$ cat config.mk
export PLATFORM = sky130hd
export DESIGN_NAME = keypad_scanner
export DESIGN_NICKNAME = d
export VERILOG_FILES = /design/src/rtl/keypad_pkg.sv /design/src/rtl/keypad_debounce.sv /design/src/rtl/keypad_scanner.sv
export SDC_FILE = /design/constraint.sdc
export NUM_CORES = 1
export LEC_CHECK = 0
export BUFFER_PORTS_ARGS = -buffer_cell sky130_fd_sc_hd__buf_4
export CORE_MARGIN = 2
export CORE_UTILIZATION = 55
export CTS_BUF_LIST = sky130_fd_sc_hd__clkbuf_8 sky130_fd_sc_hd__clkbuf_16
export DETAILED_ROUTE_END_ITERATION = 7
export PLACE_DENSITY = 0.75
export SETUP_SLACK_MARGIN = 0.2
export SLEW_MARGIN = 15
export SYNTH_ARGS = -nofsm -noshare
export SYNTH_HDL_FRONTEND = slang
export SYNTH_HIERARCHICAL = 1
export SYNTH_SLANG_ARGS = --single-unit
$ cat constraint.sdc
create_clock -name clock -period 5.3 [get_ports clock]
set_input_delay 0.265 -clock clock [delete_from_list [all_inputs] [get_ports clock]]
set_output_delay 0.265 -clock clock [all_outputs]
set_load 0.1 [all_outputs]
$ cat src/rtl/keypad_pkg.sv
// -----------------------------------------------------------------------------
// keypad_pkg
// Shared definitions for the 4x4 matrix keypad scanner:
//   - key code width
//   - active-low one-cold column drive patterns and an index-to-pattern helper
//   - stable-state FSM encoding (RELEASED / PRESSED)
//   - frame classification encoding (NONE / SINGLE(code) / MULTI)
//   - a saturating hit counter used by the frame classifier
// No ports; imported by keypad_scanner and keypad_debounce.
// -----------------------------------------------------------------------------
`timescale 1ns/1ps

package keypad_pkg;

    localparam int KEY_CODE_W = 4;

    // Column drive patterns, one column low at a time.
    localparam logic [3:0] COL_PAT_0 = 4'b1110;
    localparam logic [3:0] COL_PAT_1 = 4'b1101;
    localparam logic [3:0] COL_PAT_2 = 4'b1011;
    localparam logic [3:0] COL_PAT_3 = 4'b0111;

    // Stable-state FSM encoding.
    localparam logic [0:0] ST_RELEASED = 1'b0;
    localparam logic [0:0] ST_PRESSED  = 1'b1;

    // Frame classification.
    typedef enum logic [1:0] {
        CLS_NONE   = 2'd0,
        CLS_SINGLE = 2'd1,
        CLS_MULTI  = 2'd2
    } cls_kind_t;

    typedef struct packed {
        cls_kind_t              kind;
        logic [KEY_CODE_W-1:0]  code;
    } cls_t;

    // Column index to drive pattern.
    function automatic logic [3:0] col_pattern(input logic [1:0] idx);
        logic [3:0] pat;
        case (idx)
            2'd0:    pat = COL_PAT_0;
            2'd1:    pat = COL_PAT_1;
            2'd2:    pat = COL_PAT_2;
            2'd3:    pat = COL_PAT_3;
            default: pat = COL_PAT_0;
        endcase
        return pat;
    endfunction

    // Number of active intersections, saturated at 2 (0, 1, or "2 or more").
    function automatic logic [1:0] hit_count_sat(input logic [15:0] hits);
        logic [4:0] n;
        n = 5'd0;
        for (int i = 0; i < 16; i++) begin
            n = n + {4'd0, hits[i]};
        end
        if (n >= 5'd2) begin
            return 2'd2;
        end else begin
            return n[1:0];
        end
    endfunction

endpackage

$ cat src/rtl/keypad_debounce.sv
// -----------------------------------------------------------------------------
// keypad_debounce
// Frame-level debouncer and stable-state FSM for the keypad scanner.
// Consumes one classification per scan frame, tracks a candidate and an
// agreement count, and moves the stable state once the candidate has been
// seen in DEBOUNCE_FRAMES consecutive usable frames. MULTI frames are ignored.
//
// Optional feature macro: KEYPAD_AUTOREPEAT_EN
//   When defined, a frame counter runs while PRESSED and re-pulses o_key_valid
//   every REPEAT_FRAMES frames without a state change.
//
// Ports:
//   clock        board clock
//   reset        asynchronous active-high reset
//   i_cls_valid  one-cycle strobe: i_cls holds a fresh frame classification
//   i_cls        frame classification (kind + code)
//   o_key_code   code of the last accepted key
//   o_key_valid  one-cycle strobe on accepted press / key change / repeat
//   o_key_held   high while a debounced key is down
// -----------------------------------------------------------------------------
`timescale 1ns/1ps

module keypad_debounce
    import keypad_pkg::*;
#(
    parameter int DEBOUNCE_FRAMES = 4,
    parameter int REPEAT_FRAMES   = 64
) (
    input  logic                  clock,
    input  logic                  reset,
    input  logic                  i_cls_valid,
    input  cls_t                  i_cls,
    output logic [KEY_CODE_W-1:0] o_key_code,
    output logic                  o_key_valid,
    output logic                  o_key_held
);

    localparam int                AGREE_W   = $clog2(DEBOUNCE_FRAMES + 1);
    localparam logic [AGREE_W-1:0] AGREE_MAX = AGREE_W'(DEBOUNCE_FRAMES);

    // Candidate: r_cand_key=0 means NONE, otherwise SINGLE(r_cand_code).
    logic                  r_cand_key;
    logic [KEY_CODE_W-1:0] r_cand_code;
    logic [AGREE_W-1:0]    r_agree;
    logic [0:0]            r_state;
    logic [KEY_CODE_W-1:0] r_key_code;
    logic                  r_key_valid;
    logic                  r_key_held;

    logic                  w_usable;
    logic                  w_cls_key;
    logic                  w_match;
    logic                  w_cand_key_nxt;
    logic [KEY_CODE_W-1:0] w_cand_code_nxt;
    logic [AGREE_W-1:0]    w_agree_nxt;
    logic                  w_stable;
    logic [0:0]            w_state_nxt;
    logic [KEY_CODE_W-1:0] w_code_nxt;
    logic                  w_held_nxt;
    logic                  w_press;
    logic                  w_release;
    logic                  w_rpt_fire;

    assign w_usable  = i_cls_valid && (i_cls.kind != CLS_MULTI);
    assign w_cls_key = (i_cls.kind == CLS_SINGLE);
    // The code field is irrelevant when both sides are NONE.
    assign w_match   = (w_cls_key == r_cand_key) &&
                       (!w_cls_key || (i_cls.code == r_cand_code));

    // Candidate / agreement-count update for the incoming frame.
    always_comb begin
        w_cand_key_nxt  = r_cand_key;
        w_cand_code_nxt = r_cand_code;
        w_agree_nxt     = r_agree;
        if (w_usable) begin
            if (w_match) begin
                if (r_agree == AGREE_MAX) begin
                    w_agree_nxt = AGREE_MAX;
                end else begin
                    w_agree_nxt = r_agree + AGREE_W'(1);
                end
            end else begin
                w_cand_key_nxt  = w_cls_key;
                w_cand_code_nxt = i_cls.code;
                w_agree_nxt     = AGREE_W'(1);
            end
        end else begin
            w_agree_nxt = r_agree;
        end
    end

    // The candidate is stable on the frame that brings its count to the limit
    // (and on every later agreeing frame, which the FSM sees as "no change").
    assign w_stable = w_usable && (w_agree_nxt == AGREE_MAX);

    // Stable-state FSM next-state logic.
    always_comb begin
        w_state_nxt = r_state;
        w_code_nxt  = r_key_code;
        w_held_nxt  = r_key_held;
        w_press     = 1'b0;
        w_release   = 1'b0;
        case (r_state)
            ST_RELEASED: begin
                if (w_stable && w_cand_key_nxt) begin
                    w_state_nxt = ST_PRESSED;
                    w_code_nxt  = w_cand_code_nxt;
                    w_held_nxt  = 1'b1;
                    w_press     = 1'b1;
                end else begin
                    w_state_nxt = ST_RELEASED;
                end
            end
            ST_PRESSED: begin
                if (w_stable && w_cand_key_nxt && (w_cand_code_nxt != r_key_code)) begin
                    w_code_nxt = w_cand_code_nxt;
                    w_press    = 1'b1;
                end else if (w_stable && !w_cand_key_nxt) begin
                    // Release keeps the last code visible.
                    w_state_nxt = ST_RELEASED;
                    w_held_nxt  = 1'b0;
                    w_release   = 1'b1;
                end else begin
                    w_state_nxt = ST_PRESSED;
                end
            end
            default: begin
                w_state_nxt = ST_RELEASED;
                w_held_nxt  = 1'b0;
            end
        endcase
    end

`ifdef KEYPAD_AUTOREPEAT_EN
    localparam int                RPT_W    = (REPEAT_FRAMES > 1) ? $clog2(REPEAT_FRAMES) : 1;
    localparam logic [RPT_W-1:0]  RPT_LAST = RPT_W'(REPEAT_FRAMES - 1);

    logic [RPT_W-1:0] r_rpt_cnt;

    // A repeat fires on the frame completing a full period; any transition wins.
    assign w_rpt_fire = i_cls_valid && (r_state == ST_PRESSED) &&
                        !w_press && !w_release && (r_rpt_cnt == RPT_LAST);

    // Frames-since-transition counter while a key is held.
    always_ff @(posedge clock or posedge reset) begin
        if (reset) begin
            r_rpt_cnt <= '0;
        end else if (w_press || w_release) begin
            r_rpt_cnt <= '0;
        end else if (i_cls_valid && (r_state == ST_PRESSED)) begin
            if (w_rpt_fire) begin
                r_rpt_cnt <= '0;
            end else begin
                r_rpt_cnt <= r_rpt_cnt + RPT_W'(1);
            end
        end else begin
            r_rpt_cnt <= r_rpt_cnt;
        end
    end
`else
    assign w_rpt_fire = 1'b0;
`endif

    // Debounce and FSM state registers; outputs are registered here.
    always_ff @(posedge clock or posedge reset) begin
        if (reset) begin
            r_cand_key  <= 1'b0;
            r_cand_code <= '0;
            r_agree     <= '0;
            r_state     <= ST_RELEASED;
            r_key_code  <= '0;
            r_key_valid <= 1'b0;
            r_key_held  <= 1'b0;
        end else begin
            r_cand_key  <= w_cand_key_nxt;
            r_cand_code <= w_cand_code_nxt;
            r_agree     <= w_agree_nxt;
            r_state     <= w_state_nxt;
            r_key_code  <= w_code_nxt;
            r_key_valid <= w_press || w_rpt_fire;
            r_key_held  <= w_held_nxt;
        end
    end

    assign o_key_code  = r_key_code;
    assign o_key_valid = r_key_valid;
    assign o_key_held  = r_key_held;

endmodule

$ cat src/rtl/keypad_scanner.sv
// -----------------------------------------------------------------------------
// keypad_scanner
// 4x4 matrix keypad scanner. Drives one column low at a time for SCAN_DIV
// cycles, samples the synchronized rows at the end of each dwell, classifies
// each 4-column frame (NONE / SINGLE / MULTI) and hands the classification to
// keypad_debounce, which produces the key outputs.
//
// Optional feature macro: KEYPAD_AUTOREPEAT_EN (auto-repeat in keypad_debounce)
//
// Ports:
//   clock      board clock (only clock)
//   reset      asynchronous active-high reset
//   row_in     keypad rows, active-low, asynchronous to clock
//   col_out    column drive, active-low one-cold
//   key_code   last accepted key, row_index*4 + col_index
//   key_valid  one-cycle strobe per accepted press / key change / repeat
//   key_held   high while a debounced key is down
// -----------------------------------------------------------------------------
`timescale 1ns/1ps

module keypad_scanner
    import keypad_pkg::*;
#(
    parameter int SCAN_DIV        = 100000,
    parameter int DEBOUNCE_FRAMES = 4,
    parameter int REPEAT_FRAMES   = 64
) (
    input  logic                  clock,
    input  logic                  reset,
    input  logic [3:0]            row_in,
    output logic [3:0]            col_out,
    output logic [KEY_CODE_W-1:0] key_code,
    output logic                  key_valid,
    output logic                  key_held
);

    localparam int                DWELL_W    = (SCAN_DIV > 1) ? $clog2(SCAN_DIV) : 1;
    localparam logic [DWELL_W-1:0] DWELL_LAST = DWELL_W'(SCAN_DIV - 1);

    logic [3:0]         r_row_meta;
    logic [3:0]         r_row_sync;
    logic [DWELL_W-1:0] r_dwell;
    logic [1:0]         r_col_idx;
    logic [3:0]         r_col_out;
    logic [15:0]        r_hits;
    logic               r_cls_valid;
    cls_t               r_cls;

    logic               w_dwell_end;
    logic               w_frame_end;
    logic [1:0]         w_col_idx_nxt;
    logic [15:0]        w_col_hits;
    logic [15:0]        w_hits_frame;
    logic [1:0]         w_hit_cnt;
    logic [3:0]         w_first_code;
    cls_t               w_cls;

    assign w_dwell_end   = (r_dwell == DWELL_LAST);
    assign w_frame_end   = w_dwell_end && (r_col_idx == 2'd3);
    assign w_col_idx_nxt = r_col_idx + 2'd1;

    // Two-flop synchronizer for the asynchronous row lines (idle high).
    always_ff @(posedge clock or posedge reset) begin
        if (reset) begin
            r_row_meta <= 4'b1111;
            r_row_sync <= 4'b1111;
        end else begin
            r_row_meta <= row_in;
            r_row_sync <= r_row_meta;
        end
    end

    // Dwell counter and column sequencer; col_out is registered with the index.
    always_ff @(posedge clock or posedge reset) begin
        if (reset) begin
            r_dwell   <= '0;
            r_col_idx <= 2'd0;
            r_col_out <= COL_PAT_0;
        end else if (w_dwell_end) begin
            r_dwell   <= '0;
            r_col_idx <= w_col_idx_nxt;
            r_col_out <= col_pattern(w_col_idx_nxt);
        end else begin
            r_dwell   <= r_dwell + DWELL_W'(1);
            r_col_idx <= r_col_idx;
            r_col_out <= r_col_out;
        end
    end

    // Map the current column's active rows onto their key-code bit positions.
    always_comb begin
        w_col_hits = 16'd0;
        for (int r = 0; r < 4; r++) begin
            for (int c = 0; c < 4; c++) begin
                if ((r_col_idx == 2'(c)) && !r_row_sync[r]) begin
                    w_col_hits[r*4 + c] = 1'b1;
                end else begin
                    w_col_hits[r*4 + c] = 1'b0;
                end
            end
        end
    end

    // Hits including the column being sampled right now.
    assign w_hits_frame = r_hits | w_col_hits;

    // Frame classifier; the code is only meaningful when exactly one hit exists.
    always_comb begin
        w_hit_cnt    = hit_count_sat(w_hits_frame);
        w_first_code = 4'd0;
        for (int i = 15; i >= 0; i--) begin
            if (w_hits_frame[i]) begin
                w_first_code = 4'(i);
            end else begin
                w_first_code = w_first_code;
            end
        end
        case (w_hit_cnt)
            2'd0: begin
                w_cls.kind = CLS_NONE;
                w_cls.code = 4'd0;
            end
            2'd1: begin
                w_cls.kind = CLS_SINGLE;
                w_cls.code = w_first_code;
            end
            default: begin
                w_cls.kind = CLS_MULTI;
                w_cls.code = 4'd0;
            end
        endcase
    end

    // Hit accumulator: gathers one sample per column, cleared at frame end.
    always_ff @(posedge clock or posedge reset) begin
        if (reset) begin
            r_hits <= 16'd0;
        end else if (w_frame_end) begin
            r_hits <= 16'd0;
        end else if (w_dwell_end) begin
            r_hits <= w_hits_frame;
        end else begin
            r_hits <= r_hits;
        end
    end

    // Registered frame classification with a one-cycle valid strobe.
    always_ff @(posedge clock or posedge reset) begin
        if (reset) begin
            r_cls_valid <= 1'b0;
            r_cls       <= '{kind: CLS_NONE, code: 4'd0};
        end else if (w_frame_end) begin
            r_cls_valid <= 1'b1;
            r_cls       <= w_cls;
        end else begin
            r_cls_valid <= 1'b0;
            r_cls       <= r_cls;
        end
    end

    keypad_debounce #(
        .DEBOUNCE_FRAMES (DEBOUNCE_FRAMES),
        .REPEAT_FRAMES   (REPEAT_FRAMES)
    ) u_debounce (
        .clock       (clock),
        .reset       (reset),
        .i_cls_valid (r_cls_valid),
        .i_cls       (r_cls),
        .o_key_code  (key_code),
        .o_key_valid (key_valid),
        .o_key_held  (key_held)
    );

    assign col_out = r_col_out;

endmodule
==> metrics.csv <==
stage,metric,value,unit
global_routing,first-pass GRT wire length,11.5,mm
floorplanning,Initial Util,0.572,
floorplanning,die area,7350,sq um
critical_path,critical path arrival,5150,ps
detailed_routing,DRC Markers,2,
sta,final setup skew,8.17,ps
floorplanning,IO Count,16,
power_and_ir_drop,PD cells,241,nW/um^2
global_routing,GR Util All Layers,0.202,
global_routing,initial antenna violation count,0,
critical_path,CP Launch Point,r_col_idx[0]$_DFFE_PP0N_,
worst_hold_path,hold depth,1,
placed_design,IO Port Bufs,15,
power_and_ir_drop,worst vdd ir,0.000189,V
floorplanning,core area,6420,sq um
finish,finished layout cell area,4210,sq um
logic_synthesis,"EDFF count, synth",0,
critical_path,Crit Path Class,flop to flop,
clock_tree,Max clock buf depth,2,
finish,most frequent cells in the layout,"dfrtp_1 (57), nand2_1 (31), nor2_1 (31), buf_4 (26), inv_1 (25)",
finish,"commonest non-fill, non-tap cell in the layout",dfrtp_1,
logic_synthesis,Mapped Nets,383,
detailed_routing,Routed Antenna Nets,0,
critical_path,Worst Path Max Fanout,6,
sta,Max-slew headroom,0.439,
global_routing,total gr overflow,0,
sta,RSZ-0062 raised after global routing,no,
floorplanning,Row Count,29,
finish,area of the multi-input gates,1840,sq um
finish,area grow syn2layout,14.4,%
global_routing,pin count of the biggest net entering global routing,55,
sta,minimum clock period,4890,ps
finish,diode count,0,
sta,f_max,205,MHz
sta,Final Setup Violations,0,
detailed_routing,Vias/cell,5.49,
finish,# fillers,508,
status,status,"finished, violations left",
detailed_routing,Detailed Routing Iterations Pass 1,8,
placed_design,routability congestion estimate,0.860,
run,max-cap viol count,0,
critical_path,crit end category,flop,
logic_synthesis,synthesized area,3670,sq um
sta,Worst Tran Pin Value,834,ps
clock_tree,total CTS buffers,9,
detailed_routing,vias,2573,
floorplanning,die extent in x,85.7,um
logic_synthesis,Netlist cell types,61,
status,failing checks,DRC,
logic_synthesis,Async SR Flop Fraction,1.00,
clock_tree,clk root buf,clkbuf_8,
logic_synthesis,ys flop type,dfrtp_1,
clock_tree,H-tree lvl count,3,
detailed_routing,routed len/inst,14.3,um
worst_hold_path,Min-Delay Endpoint,r_row_meta[0]$_DFF_PP1_,
sta,Max Slew Vio Count,0,
placed_design,DP Wirelength,4.97,mm
logic_synthesis,YS warnings,6,
finish,fin nets,415,
floorplanning,die height,85.7,um
power_and_ir_drop,Pleak,2.04,nW
critical_path,Startpoint Class,flop,
critical_path,Reg2Reg Capture Point,r_cls[2]$_DFFE_PP0P_,
global_routing,vias in the first global route,2540,
logic_synthesis,"Seq/Total Area, Yosys",0.474,
critical_path,reg2reg start,r_col_idx[0]$_DFFE_PP0N_,
worst_hold_path,Hold Startpoint,row_in[0],
critical_path,r2r setup slk,410,ps
clock_tree,Worst-path clk slew,70,ps
critical_path,R2R cell count,18,
logic_synthesis,syn_area_per_cell,10.4,sq um
finish,share of layout cells above drive strength 1,0.217,
finish,Seq. cell area,1740,sq um
clock_tree,CTS Sinks,69,
sta,setup tns final,0,ps
sta,period utilization,0.922,
clock_tree,Skew-Pair Late Insertion Delay,340,ps
logic_synthesis,Synth Register Bits,69,
critical_path,WP data required,5560,ps
worst_hold_path,Hold WC Path Type,primary input to flop,
placed_design,Area after DPL,3940,sq um
detailed_routing,routed wire length,6.73,mm
logic_synthesis,cells after synthesis,355,
clock_tree,CTS tree,done,
power_and_ir_drop,Overall Power,1.01,mW
sta,endpoints failing hold,0,
detailed_routing,initial detailed-routing violation count,84,
worst max-delay path, cell delays in order (launching register included):
cell and delay [ps]:
dfrtp_2 450, ha_4 190, nor2b_1 150, nor2_2 140
inv_1 70, fa_1 450, fa_1 490, inv_1 50
fa_1 470, inv_1 50, fa_1 440, ha_2 200
fa_1 380, or2_2 310, a2111oi_2 350, buf_4 170
and4_4 230, nand3b_2 90, o21ai_1 140
registers in the layout, indices dropped and copies added, names as in the netlist, named ones only:
signal and flops:
r_row_sync 4, u_debounce/o_key_held 1, r_dwell 17, col_out 4, u_debounce/r_agree 3, r_cls_valid 1, u_debounce/r_cand_code 4, u_debounce/o_key_valid 1
r_cls 6, u_debounce/r_cand_key 1, u_debounce/o_key_code 4, r_col_idx 2, r_hits 16, r_row_meta 4
worst max-delay path by stage:
stage                                 to  slack [ps]  cells past startpoint
floorplan           r_cls[2]$_DFFE_PP0P_         310                     15
global placement    r_cls[2]$_DFFE_PP0P_         360                     18
detailed placement  r_cls[2]$_DFFE_PP0P_         230                     18
CTS                 r_cls[2]$_DFFE_PP0P_         210                     18
global route        r_cls[2]$_DFFE_PP0P_         200                     18
finish              r_cls[2]$_DFFE_PP0P_         410                     18
cell type report:
class                   instances  share of cell area
multi-input cells             253               0.439
flip-flops and latches         69               0.414
repair buffers                 27              0.0488
clock buffers                  12              0.0393
inverters                      27              0.0253
well taps                      77              0.0229
clock inverters                 4              0.0110
logic make-up (layout without fill, tap and decap cells):
family | Yosys count | count (layout) | share of synthesized area
adders and majority gates | 22 | 22 | 0.0953
buffers and inverters | 33 | 70 | 0.0371
and+or+nand+nor | 127 | 127 | 0.183
DFF | 69 | 69 | 0.474
muxes | 8 | 8 | 0.0266
AOI/OAI and AO/OA | 76 | 76 | 0.133
xor gates and xnor gates | 20 | 20 | 0.0518
cells in the mapped netlist, types with 2 or more instances:
cell / n / area [sq um]
a21o_1: 6 / 45.0
mux2_2: 6 / 67.6
a21boi_0: 2 / 15.0
a21oi_1: 22 / 110
or2b_1: 2 / 15.0
dfstp_2: 11 / 289
a211o_1: 2 / 17.5
nand4_1: 3 / 18.8
dfrtp_1: 58 / 1450
nand3b_1: 3 / 22.5
o21ai_1: 4 / 20.0
a31oi_1: 3 / 18.8
o31ai_1: 3 / 22.5
ha_1: 12 / 150
o211ai_1: 2 / 15.0
nand2b_1: 5 / 31.3
nor3_1: 2 / 10.0
inv_1: 26 / 97.6
and2_1: 5 / 31.3
fa_1: 10 / 200
xor2_1: 8 / 70.1
clkbuf_1: 5 / 18.8
or2_2: 2 / 12.5
o21ai_0: 21 / 105
and3_1: 5 / 31.3
or3_1: 6 / 37.5
nor2_1: 32 / 120
xnor2_1: 10 / 87.6
nand3_1: 11 / 55.1
nand2_1: 31 / 116
nor2b_1: 6 / 37.5
mux2_4: 2 / 30.0
power by group:
part | total [mW] | leakage [nW] | internal [mW] | switching, mW
sequential | 0.533 | 0.910 | 0.532 | 0.00115
clock | 0.440 | 0.110 | 0.253 | 0.187
combinational | 0.0415 | 1.02 | 0.0166 | 0.0249
total | 1.01 | 2.04 | 0.802 | 0.213
stage by stage:
step	instances	setup slack [ps]	hold slack (ps)	util
after CTS	468	211	5.35	0.647
after detailed placement	451	229	349	0.613
after global routing	469	204	6.93	0.655
final	469	414	27.8	0.655
after global placement	451	361	345	0.613
after floorplan	355	309	166	-
timing repair:
action | 4_1_cts | 5_1_grt
endpoints found under the setup margin | 0 | 6
setup buffers | 0 | 1
endpoints found under the hold margin | 15 | 0
gates resized for setup | 0 | 11
hold buffers | 1 | 0
per-layer routing:
| metal | up-vias | global-route usage | part of all wire |
|---|---|---|---|
| li1 | 1283 | - | - |
| met1 | 1246 | 0.263 | 0.47 |
| met2 | 39 | 0.325 | 0.49 |
| met3 | 5 | 0.0510 | 0.033 |
| met4 | 0 | 0.0808 | 0.011 |
| met5 | - | 0 | 0 |
Power figures use the tool's default switching activity.
